`src/rtl/mem_stage_lsu_pkg.sv`:
```
// Shared CPU encodings used by the memory stage: load types and the
// load-response FSM states.
package mem_stage_lsu_pkg;

  typedef enum logic [2:0] {
    LD_B  = 3'd0,
    LD_BU = 3'd1,
    LD_H  = 3'd2,
    LD_HU = 3'd3,
    LD_W  = 3'd4,
    LD_WU = 3'd5,
    LD_D  = 3'd6
  } ld_type_e;

  typedef enum logic [1:0] {
    ST_IDLE     = 2'd0,
    ST_WAIT_RSP = 2'd1,
    ST_HAVE_RSP = 2'd2
  } lsu_state_e;

endpackage

```
`src/rtl/mem_stage_lsu_load_align_ext.sv`:
```
// Picks the addressed byte/half/word lane out of a raw aligned data word
// (little-endian) and sign- or zero-extends it to the full data width.
module load_align_ext
  import mem_stage_lsu_pkg::*;
#(
  parameter  int DATA_W = 32,
  localparam int OFFS_W = $clog2(DATA_W / 8)
) (
  input  logic [2:0]        ld_type,
  input  logic [OFFS_W-1:0] addr_lo,
  input  logic [DATA_W-1:0] raw,
  output logic [DATA_W-1:0] data
);

  logic [OFFS_W-1:0] lane_mask;
  logic [OFFS_W-1:0] lane_off;
  logic [DATA_W-1:0] lane;

  always_comb begin
    // Misaligned offsets fall back to the naturally aligned lane below them.
    case (ld_type)
      LD_B, LD_BU: lane_mask = '1;
      LD_H, LD_HU: lane_mask = ~OFFS_W'(1);
      LD_W, LD_WU: lane_mask = ~OFFS_W'(3);
      default:     lane_mask = '0;
    endcase
    lane_off = addr_lo & lane_mask;
    lane     = raw >> {lane_off, 3'b000};

    // On a 32-bit path WU and D collapse to the whole word, same as W.
    case (ld_type)
      LD_B:    data = DATA_W'(signed'(lane[7:0]));
      LD_BU:   data = DATA_W'(lane[7:0]);
      LD_H:    data = DATA_W'(signed'(lane[15:0]));
      LD_HU:   data = DATA_W'(lane[15:0]);
      LD_W:    data = DATA_W'(signed'(lane[31:0]));
      LD_WU:   data = DATA_W'(lane[31:0]);
      default: data = lane;
    endcase
  end

endmodule

```
`src/rtl/mem_stage_lsu.sv`:
```
// MEM pipeline stage: holds one instruction, waits for at most one data-RAM
// load response, aligns/extends the load data and hands the result to WB.
module mem_stage_lsu
  import mem_stage_lsu_pkg::*;
#(
  parameter  int DATA_W = 32,
  parameter  int RF_AW  = 5,
  parameter  int PC_W   = 32,
  localparam int OFFS_W = $clog2(DATA_W / 8)
) (
  input  logic              clk,
  input  logic              reset,
  input  logic              ex_valid,
  output logic              mem_allow_in,
  input  logic              ex_is_load,
  input  logic              ex_rf_we,
  input  logic [2:0]        ex_ld_type,
  input  logic [OFFS_W-1:0] ex_addr_lo,
  input  logic [RF_AW-1:0]  ex_rf_waddr,
  input  logic [DATA_W-1:0] ex_rf_wdata,
  input  logic [PC_W-1:0]   ex_pc,
  input  logic              data_ok,
  input  logic [DATA_W-1:0] rdata,
  input  logic              wb_allow_in,
  output logic              mem_to_wb_valid,
  output logic              wb_rf_we,
  output logic [RF_AW-1:0]  wb_rf_waddr,
  output logic [DATA_W-1:0] wb_rf_wdata,
  output logic [PC_W-1:0]   wb_pc,
  output logic              by_valid,
  output logic              by_rf_we,
  output logic [RF_AW-1:0]  by_waddr,
  output logic [DATA_W-1:0] by_wdata,
  output logic              by_pending,
  output logic              rsp_err
);

  lsu_state_e        state_q, state_d;
  logic              mem_valid_q, mem_valid_d;
  logic              is_load_q, is_load_d;
  logic              rf_we_q, rf_we_d;
  logic [2:0]        ld_type_q, ld_type_d;
  logic [OFFS_W-1:0] addr_lo_q, addr_lo_d;
  logic [RF_AW-1:0]  waddr_q, waddr_d;
  logic [DATA_W-1:0] wdata_q, wdata_d;
  logic [PC_W-1:0]   pc_q, pc_d;
  logic [DATA_W-1:0] hold_q, hold_d;
  logic              rsp_err_q, rsp_err_d;

  logic              ready_go;
  logic              use_hold;
  logic              capture_rsp;
  logic              stray_rsp;
  logic              latch;
  logic              new_load;
  logic              wb_xfer;
  logic [DATA_W-1:0] ld_raw;
  logic [DATA_W-1:0] ld_ext;

  assign mem_allow_in    = !mem_valid_q || (ready_go && wb_allow_in);
  assign mem_to_wb_valid = mem_valid_q && ready_go;
  assign latch           = ex_valid && mem_allow_in;
  assign new_load        = latch && ex_is_load;
  assign wb_xfer         = mem_to_wb_valid && wb_allow_in;

  always_ff @(posedge clk or negedge reset) begin
    if (!reset) state_q <= ST_IDLE;
    else        state_q <= state_d;
  end

  always_comb begin
    state_d = state_q;
    case (state_q)
      ST_IDLE: begin
        if (new_load) state_d = ST_WAIT_RSP;
      end
      ST_WAIT_RSP: begin
        if (wb_xfer)      state_d = new_load ? ST_WAIT_RSP : ST_IDLE;
        else if (data_ok) state_d = ST_HAVE_RSP;
      end
      ST_HAVE_RSP: begin
        if (wb_xfer) state_d = new_load ? ST_WAIT_RSP : ST_IDLE;
      end
      default: state_d = ST_IDLE;
    endcase
  end

  always_comb begin
    ready_go    = !is_load_q || (state_q == ST_HAVE_RSP) ||
                  ((state_q == ST_WAIT_RSP) && data_ok);
    use_hold    = (state_q == ST_HAVE_RSP);
    capture_rsp = (state_q == ST_WAIT_RSP) && data_ok && !wb_allow_in;
    stray_rsp   = data_ok && (state_q != ST_WAIT_RSP);
  end

  always_comb begin
    mem_valid_d = mem_valid_q;
    is_load_d   = is_load_q;
    rf_we_d     = rf_we_q;
    ld_type_d   = ld_type_q;
    addr_lo_d   = addr_lo_q;
    waddr_d     = waddr_q;
    wdata_d     = wdata_q;
    pc_d        = pc_q;
    hold_d      = hold_q;
    rsp_err_d   = rsp_err_q || stray_rsp;
    if (latch) begin
      mem_valid_d = 1'b1;
      is_load_d   = ex_is_load;
      rf_we_d     = ex_rf_we;
      ld_type_d   = ex_ld_type;
      addr_lo_d   = ex_addr_lo;
      waddr_d     = ex_rf_waddr;
      wdata_d     = ex_rf_wdata;
      pc_d        = ex_pc;
    end else if (mem_allow_in) begin
      mem_valid_d = 1'b0;
    end
    if (capture_rsp) hold_d = rdata;
  end

  always_ff @(posedge clk or negedge reset) begin
    if (!reset) begin
      mem_valid_q <= 1'b0;
      is_load_q   <= 1'b0;
      rf_we_q     <= 1'b0;
      ld_type_q   <= 3'd0;
      addr_lo_q   <= '0;
      waddr_q     <= '0;
      wdata_q     <= '0;
      pc_q        <= '0;
      hold_q      <= '0;
      rsp_err_q   <= 1'b0;
    end else begin
      mem_valid_q <= mem_valid_d;
      is_load_q   <= is_load_d;
      rf_we_q     <= rf_we_d;
      ld_type_q   <= ld_type_d;
      addr_lo_q   <= addr_lo_d;
      waddr_q     <= waddr_d;
      wdata_q     <= wdata_d;
      pc_q        <= pc_d;
      hold_q      <= hold_d;
      rsp_err_q   <= rsp_err_d;
    end
  end

  // A response that arrives while WB is ready flows straight through.
  assign ld_raw = use_hold ? hold_q : rdata;

  load_align_ext #(
    .DATA_W(DATA_W)
  ) u_align (
    .ld_type(ld_type_q),
    .addr_lo(addr_lo_q),
    .raw    (ld_raw),
    .data   (ld_ext)
  );

  assign wb_rf_we    = rf_we_q;
  assign wb_rf_waddr = waddr_q;
  assign wb_rf_wdata = is_load_q ? ld_ext : wdata_q;
  assign wb_pc       = pc_q;

  assign by_valid    = mem_valid_q;
  assign by_rf_we    = rf_we_q;
  assign by_waddr    = waddr_q;
  assign by_wdata    = wb_rf_wdata;
  assign by_pending  = mem_valid_q && is_load_q && !ready_go;
  assign rsp_err     = rsp_err_q;

endmodule

```
`config.mk`:
```
export PLATFORM = sky130hd
export DESIGN_NAME = mem_stage_lsu
export DESIGN_NICKNAME = d
export VERILOG_FILES = /design/src/rtl/mem_stage_lsu_pkg.sv /design/src/rtl/mem_stage_lsu_load_align_ext.sv /design/src/rtl/mem_stage_lsu.sv
export SDC_FILE = /design/constraint.sdc
export NUM_CORES = 1
export LEC_CHECK = 0
export BUFFER_PORTS_ARGS = -buffer_cell sky130_fd_sc_hd__buf_2
export CAP_MARGIN = 20
export CORE_MARGIN = 5
export CORE_UTILIZATION = 54
export CTS_CLUSTER_DIAMETER = 200
export CTS_CLUSTER_SIZE = 25
export DETAILED_ROUTE_END_ITERATION = 10
export PLACE_DENSITY = 0.95
export SYNTH_ARGS = -nofsm -noshare
export SYNTH_HDL_FRONTEND = slang
export SYNTH_SLANG_ARGS = --single-unit
export TNS_END_PERCENT = 100
```
`constraint.sdc`:
```
create_clock -name clk -period 3 [get_ports clk]
set_input_delay 0.15 -clock clk [delete_from_list [all_inputs] [get_ports clk]]
set_output_delay 0.15 -clock clk [all_outputs]
set_load 0.01 [all_outputs]
```
==> flow_summary.yaml, run 1 <==
drt:
  wl_per_cell_um: 20.3
  first_pass_iters: 5
  drc: 0
  ant_nets: 0
  drt_iter0_markers: 325
  wirelength_mm: 16.7
  vias_per_cell: 5.75
  vias: 4730
finish:
  seq_area_um2: 2800
  mostFrequentLayoutCell: "buf_2"
  final_area_um2: 7500
  mostFrequentLayoutCells: "buf_2, mux2_2, dfrtp_1"
  drive_gt1_frac: 0.617
  filler_cell_count: 860
  fin_util: 0.662
  multi_input_area_um2: 2930
  area_delta_synth_final_pct: 21.6
  nNetsFinal: 788
power_and_ir_drop:
  leakage_uw: 0.00344
  max-vdd-ir-drop_v: 0.000775
  powerDensity_nw_per_um2: 1180
cts:
  cts-root-buf: "clkbuf_16"
  post_cts_buffers: 0
  cts_max_path_buffers: 2
  insertion_delay_ps: 350
  numClockSinks: 112
  cts_tree: "yes"
  cts_buffers: 9
  clkTransAtPathRegs_ps: 80
  htree_levels: 3
sta:
  post-route-period-util: 0.916
  timing.fmax_ghz: 0.364
  relSlewSlack: 0.430
  setup_violations: 0
  worst_pin_slew_ps: 855
  slew_viol_final: 0
  rsz0062_at_grt: "false"
  timing.setup.tns_ps: 0
  finClkSkew_ps: 9.38
  min_period_ps: 2750
  hold_viol_final: 0
setup_path:
  start_kind: "flop"
  reg2regPathDepth: 5
  critPathArrivalTime_ps: 2600
  cp.required_ps: 2850
  path_class: "flop to primary output"
  crit_buf_inv: 2
  timing.rr.start: "state_q[0]"
  crit_path_cell_trace: "nand2b_4 > buf_4 > mux4_2 > a21oi_1 > o21ai_0 > buf_2"
  end_kind: "primary output"
  cp_top_family: "buffers and inverters"
  r2r_slack_ps: 1050
  reg2reg_to: "wdata_q[27]"
  crit_slowest_cell: "mux4_2"
  slowest_delay_ps: 610
  cp_max_fo: 30
placement:
  dpl.hpwl_mm: 12.4
  place_area_um2: 7130
  routabilityCongestion: 0.890
  numPortBuffers: 225
floorplanning:
  die_w_um: 117
  top_level_ports: 226
  start_util: 0.545
  core_area_um2: 11300
  die-area_um2: 13700
  num_rows: 39
  die_h_um: 117
logic_synthesis:
  yosys_warnings: 0
  ys_ff_latch: 112
  ys_types: 36
  synth_nets: 610
  synthFlopType: "dfrtp_1"
  ys_async_sr_fraction: 1.00
  syn_area_per_cell_um2: 12.4
  netlist_area_um2: 6170
  synth-edff-count: 0
  synth.yosys.seq_area_share: 0.454
  syn_inst: 497
global_routing:
  grt_use_total: 0.246
  grt_pass1_wl_mm: 25.6
  grt_pass1_vias: 4823
  grt_antenna_before_repair: 0
  grt_overflow: 0
  grt_max_degree: 65
status:
  status: "completed"
min_path:
  hold_end: "by_waddr[4]"
  hold_class: "input pin to flop"
  hold_depth: 2
  min-delay-start: "ex_rf_waddr[4]"
job:
  drv_cap: 0
-- cells by family (layout without fill, tap and decap cells) --
group / after synthesis / in the layout / synth area share
mux: 151 / 152 / 0.321
flops: 112 / 112 / 0.454
simple gates: 89 / 89 / 0.0747
buf+inv: 74 / 255 / 0.0773
compound gates: 71 / 71 / 0.0726
other cells: 0 / 1 / 0
-- final cells by class --
cell class	count	share of cell area
tap	143	0.0239
antenna	1	0.000334
sequential	112	0.374
clock inverter	4	0.0102
timing repair buffer	238	0.167
clock buffer	11	0.0324
multi-input combinational	312	0.391
inverter	2	0.00100
-- worst max path at each step --
stage            startpoint  slack, ps              end  cells after the start
2_1_floorplan  ld_type_q[1]        930   wb_rf_wdata[0]                      7
3_3_place_gp     state_q[0]        500     by_wdata[10]                      5
3_5_place_dp     state_q[0]        380  wb_rf_wdata[23]                      5
4_1_cts        ld_type_q[1]         30  wb_rf_wdata[23]                      5
5_1_grt          state_q[0]         20  wb_rf_wdata[11]                      6
6_report         state_q[0]        250  wb_rf_wdata[10]                      6
-- per-stage QoR --
step                total power, uW  setup WS (ps)  hold slack, ps  cells
floorplan                      6270            930            -146    497
global placement               7380            497             282    805
detailed placement             7530            375             300    805
CTS                            8850           30.8            20.8    821
global route                   9440           20.6            16.7    822
finish                         8840            253            27.8    823
-- state kept, by name (all words and copies together) (netlist names), 2 cells and up --
signal / cells
hold_q: 32
wb_pc: 32
wdata_q: 32
by_waddr: 5
ld_type_q: 3
addr_lo_q: 2
state_q: 2
-- cells in the mapped netlist (12+ instances only) --
master	number	area [um^2]
mux2_2	124	1400
clkbuf_1	15	56.3
o21ai_1	18	90.1
a32oi_1	13	114
or2_2	13	81.3
mux4_2	24	541
nand2_1	29	109
nor2_1	12	45.0
buf_4	44	330
dfrtp_1	112	2800
and2_1	14	87.6
a21oi_1	12	60.1
-- report_power, final --
part	internal [uW]	switching (uW)
sequential	2260	486
combinational	2310	2490
clock	754	533
-- per-layer routing --
metal	wire length, um	global-route usage
met1	6420	0.310
met2	8350	0.410
met3	1660	0.0797
met4	299	0.0673
met5	0	0
-- worst register-to-register path: cells and delay by family, from the launching register on --
family | cells | cell delay [ps]
compound gates | 2 | 400
buf+inv | 1 | 280
flops | 1 | 420
mux | 1 | 450
simple gates | 1 | 290
-- what timing repair did --
action                                  4_1_cts  5_1_grt
endpoints found under the hold margin        63        0
gates resized for setup                       1        2
endpoints found under the setup margin        4       50
hold buffers                                  1        0
cloned                                        0        1
Power figures use the tool's default switching activity.
==> run 2, diff against run 1 <==
- CELL_PAD_IN_SITES_DETAIL_PLACEMENT: default -> 1
- CELL_PAD_IN_SITES_GLOBAL_PLACEMENT: default -> 2
- CORE_UTILIZATION: 54 -> 34
==> run 2 against run 1 <==
  * Register-to-register slack worse by 450 ps
  * Clock-buffer cell count up 1
  * Worst hold slack worse by 3.9 ps
  * Maximum frequency up 2.7%
  * Routed wire length up 3.9%
  * Critical path type unchanged
  * Critical path depth down 1
==> flow_summary.yaml, run 2 (synthesis results as in run 1) <==
status:
  status: "completed"
setup_path:
  crit_path_cell_trace: "buf_4 > nand3_1 > a22oi_1 > o22ai_1 > buf_2"
  crit_buf_inv: 2
  path_class: "flop to primary output"
  end_kind: "primary output"
  crit_slowest_cell: "dfrtp_2"
  start_kind: "flop"
  slowest_delay_ps: 630
  cp_max_fo: 21
  critPathArrivalTime_ps: 2530
  cp.required_ps: 2850
  cp_top_family: "flip-flops"
placement:
  numPortBuffers: 225
  dp.cells: 893
  place_area_um2: 7260
  dpl.hpwl_mm: 13.4
  routabilityCongestion: 0.797
finish:
  filler_cell_count: 1978
  seq_area_um2: 2800
  mostFrequentLayoutCells: "buf_2, mux2_2, dfrtp_1"
  drive_gt1_frac: 0.620
  layout.cells.non_filler: 911
  final_area_um2: 7560
  nNetsFinal: 789
  area_delta_synth_final_pct: 22.5
  fin_util: 0.422
  multi_input_area_um2: 2910
  mostFrequentLayoutCell: "buf_2"
sta:
  min_period_ps: 2680
  setup_violations: 0
  timing.fmax_ghz: 0.374
  finClkSkew_ps: 6.63
  post-route-period-util: 0.892
  worst_pin_slew_ps: 734
  slew_viol_final: 0
  hold_viol_final: 0
  rsz0062_at_grt: "false"
  timing.setup.tns_ps: 0
  relSlewSlack: 0.511
global_routing:
  grt_pass1_vias: 5047
  grt_max_degree: 61
  grt_antenna_before_repair: 4
  grt_use_total: 0.165
  grt_overflow: 0
  grt_pass1_wl_mm: 26.9
cts:
  insertion_delay_ps: 350
  numClockSinks: 112
  cts_tree: "yes"
  cts-root-buf: "clkbuf_16"
  htree_levels: 3
  cts_buffers: 9
  cts_max_path_buffers: 2
  clkTransAtPathRegs_ps: 70
  cts_resized: 0
drt:
  drc: 0
  vias: 4603
  wl_met1_mm: 6.80
  wl_per_cell_um: 19.1
  highest_layer: "met5"
  vias_per_cell: 5.05
  wirelength_mm: 17.4
  met2_length_mm: 8.91
  wl_met3_mm: 1.39
  first_pass_iters: 4
  drt_iter0_markers: 162
  ant_nets: 0
floorplanning:
  start_util: 0.344
  die-area_um2: 20900
  top_level_ports: 226
  die_w_um: 145
  die_h_um: 145
  core_area_um2: 17900
  num_rows: 49
power_and_ir_drop:
  leakage_uw: 0.00343
  powerDensity_nw_per_um2: 1140
  max-vdd-ir-drop_v: 0.000423
job:
  drv_cap: 0
min_path:
  hold_class: "input pin to flop"
## run 2: area by class of cell
cell class	count	share of cell area
clock inverters	4	0.00348
multi-input cells	311	0.384
diodes	1	0.000331
repair buffers	240	0.168
flip-flops and latches	112	0.371
well taps	229	0.0379
clock buffers	12	0.0339
inverters	2	0.000993
## run 2: final timing paths
| path | start | end | slack [ps] | depth (start not counted) |
|---|---|---|---|---|
| hold reg to reg | rsp_err | rsp_err | 470 | 1 |
| setup / recovery | is_load_q | by_wdata[30] | 320 | 5 |
| max in group asynchronous | reset | hold_q[3] | 1790 | 3 |
| setup reg to reg | state_q[0] | wdata_q[30] | 600 | 6 |
| hold / removal | wb_allow_in | state_q[1] | 20 | 2 |
| min in group asynchronous | reset | wdata_q[29] | 420 | 2 |
## run 2: power breakdown
| part | internal [uW] | total (uW) | switching (uW) | leakage [uW] |
|---|---|---|---|---|
| logic | 2300 | 4710 | 2410 | 0.00197 |
| registers | 2260 | 2770 | 511 | 0.00132 |
| clock network | 611 | 1160 | 554 | 0.000139 |
| total | 5180 | 8650 | 3470 | 0.00343 |
## run 2: repair_timing
item,4_1_cts,5_1_grt
hold buffers,1,0
buffers inserted,0,0
hold endpoints to repair,52,0
## run 2: per-stage QoR
step | total power (uW) | setup WS, ps | hold WS, ps
after detailed placement | 7610 | 560 | 251
after CTS | 8810 | 312 | 7.39
after floorplan | 6270 | 930 | -146
after global routing | 9310 | 157 | 19.8
final | 8650 | 324 | 23.9
after global placement | 7450 | 652 | 248
## run 2: routing by layer
layer | vias to the layer above | GRT usage
li1 | 2119 | -
met1 | 2320 | 0.196
met2 | 136 | 0.293
met3 | 22 | 0.0513
met4 | 6 | 0.0432
met5 | - | 0
## run 2: worst reg2reg max path, stage by stage, from the launching register on
cell and delay, ps:
dfrtp_1 410, nand2b_2 280, buf_12 290, a31oi_1 210, o21ai_4 180, buf_4 490
mux2_2 430
==> run 3, diff against run 2 <==
- PLACE_DENSITY: 0.95 -> default
- PLACE_DENSITY_LB_ADDON: default -> 0.08
==> run 3 against run 2 <==
  * Non-clock buffer count unchanged
  * Cell count decreased by 0.11%
  * Clock skew decreased by 1.7 ps
  * Clock power about the same
  * Clock-buffer cell count decreased by 2
  * Critical path depth increased by 1
==> flow_summary.yaml, run 3 (synthesis results as in run 1) <==
finish:
  mostFrequentLayoutCells: "buf_2, mux2_2, dfrtp_1"
  area_delta_synth_final_pct: 22.5
  fin_util: 0.422
  nNetsFinal: 789
  mostFrequentLayoutCell: "buf_2"
  drive_gt1_frac: 0.621
  filler_cell_count: 1991
global_routing:
  grt_pass1_wl_mm: 27.4
  grt_use_total: 0.170
  grt_antenna_before_repair: 5
  grt_max_degree: 60
  grt_overflow: 0
  grt_pass1_vias: 4977
cts:
  cts_buffers: 9
  cts_tree: "yes"
  cts_resized: 0
  cts_max_path_buffers: 2
  htree_levels: 3
  ctsHoldBuffers: 1
  post_cts_buffers: 0
  clkTransAtPathRegs_ps: 80
  insertion_delay_ps: 350
  cts-root-buf: "clkbuf_16"
  numClockSinks: 112
min_path:
  hold_depth: 2
  min-delay-start: "ex_rf_wdata[1]"
  hold_class: "input pin to flop"
power_and_ir_drop:
  powerDensity_nw_per_um2: 1140
  leakage_uw: 0.00342
  max-vdd-ir-drop_v: 0.000452
  total_power_uw: 8600
floorplanning:
  die_h_um: 145
  core_area_um2: 17900
  num_rows: 49
  die-area_um2: 20900
  die_w_um: 145
  top_level_ports: 226
  start_util: 0.344
sta:
  worst_pin_slew_ps: 743
  fin_ws_ps: 318
  min_period_ps: 2680
  hold_viol_final: 0
  timing.fmax_ghz: 0.373
  relSlewSlack: 0.505
  whs_ps: 25.1
  rsz0062_at_grt: "false"
  post-route-period-util: 0.894
  slew_viol_final: 0
  setup_violations: 0
  finClkSkew_ps: 4.94
  timing.setup.tns_ps: 0
placement:
  numPortBuffers: 225
  place_ws_ps: 657
  dpl.hpwl_mm: 13.4
  routabilityCongestion: 0.726
status:
  status: "completed"
drt:
  vias: 4562
  drc: 0
  wl_per_cell_um: 19.4
  first_pass_iters: 4
  vias_per_cell: 5.01
  ant_nets: 0
  wirelength_mm: 17.7
  drt_iter0_markers: 99
setup_path:
  crit_path_cell_trace: "nand2b_2 > buf_12 > nand3_1 > a32oi_1 > o21ai_1 > buf_2"
  timing.rr.start: "state_q[0]"
  cp_max_fo: 39
  critPathLaunch: "state_q[0]"
  critPathArrivalTime_ps: 2530
  end_kind: "primary output"
  slowest_delay_ps: 550
  cp.required_ps: 2850
  reg2regPathDepth: 5
  path_class: "flop to primary output"
  r2r_slack_ps: 990
  start_kind: "flop"
  crit_slowest_cell: "nand3_1"
job:
  drv_cap: 0
run 3: changes by cell type in the layout (fill, tap and decap cells not counted):
cell and change:
clkbuf_8 -1, clkbuf_1 -1, nor2_2 -1, clkinv_4 +1, inv_6 -1, nor2_4 +1, clkinvlp_4 +1
run 3: worst paths after layout:
path	endpoint
worst max-delay path	wb_rf_wdata[21]
worst min-delay path	wdata_q[1]
worst max register to register	wdata_q[11]
worst min register to register	rsp_err
max in group asynchronous	wdata_q[5]
min in group asynchronous	wb_pc[31]
run 3: per-layer routing:
layer | global-route usage | vias up | wire length (um)
li1 | - | 2120 | -
met1 | 0.218 | 2271 | 7360
met2 | 0.278 | 137 | 8580
met3 | 0.0493 | 26 | 1340
met4 | 0.0550 | 8 | 325
met5 | 0 | - | 47
run 3: where the power goes:
group | leakage [uW] | internal (uW) | switching (uW)
registers | 0.00132 | 2260 | 458
logic | 0.00197 | 2310 | 2440
clock network | 0.000130 | 581 | 553
run 3: critical path: cells and delay by family, from the launching register on:
family	cells	cell delay [ps]
flops	1	420
buf+inv	2	450
compound gates	2	500
simple gates	2	800
run 3: stage by stage:
step | area (um^2) | instances
2_1_floorplan | 6170 | 497
3_3_place_gp | 7270 | 893
3_5_place_dp | 7270 | 893
4_1_cts | 7550 | 909
5_1_grt | 7550 | 910
6_report | 7550 | 910
run 3: layout make-up:
cell class	count	area, um^2	area share
clock buffer	10	239	0.0316
antenna	1	2.50	0.000331
timing repair buffer	240	1270	0.168
multi-input combinational	311	2910	0.385
inverter	2	7.51	0.000994
clock inverter	5	33.8	0.00447
tap	229	287	0.0379
sequential	112	2800	0.371
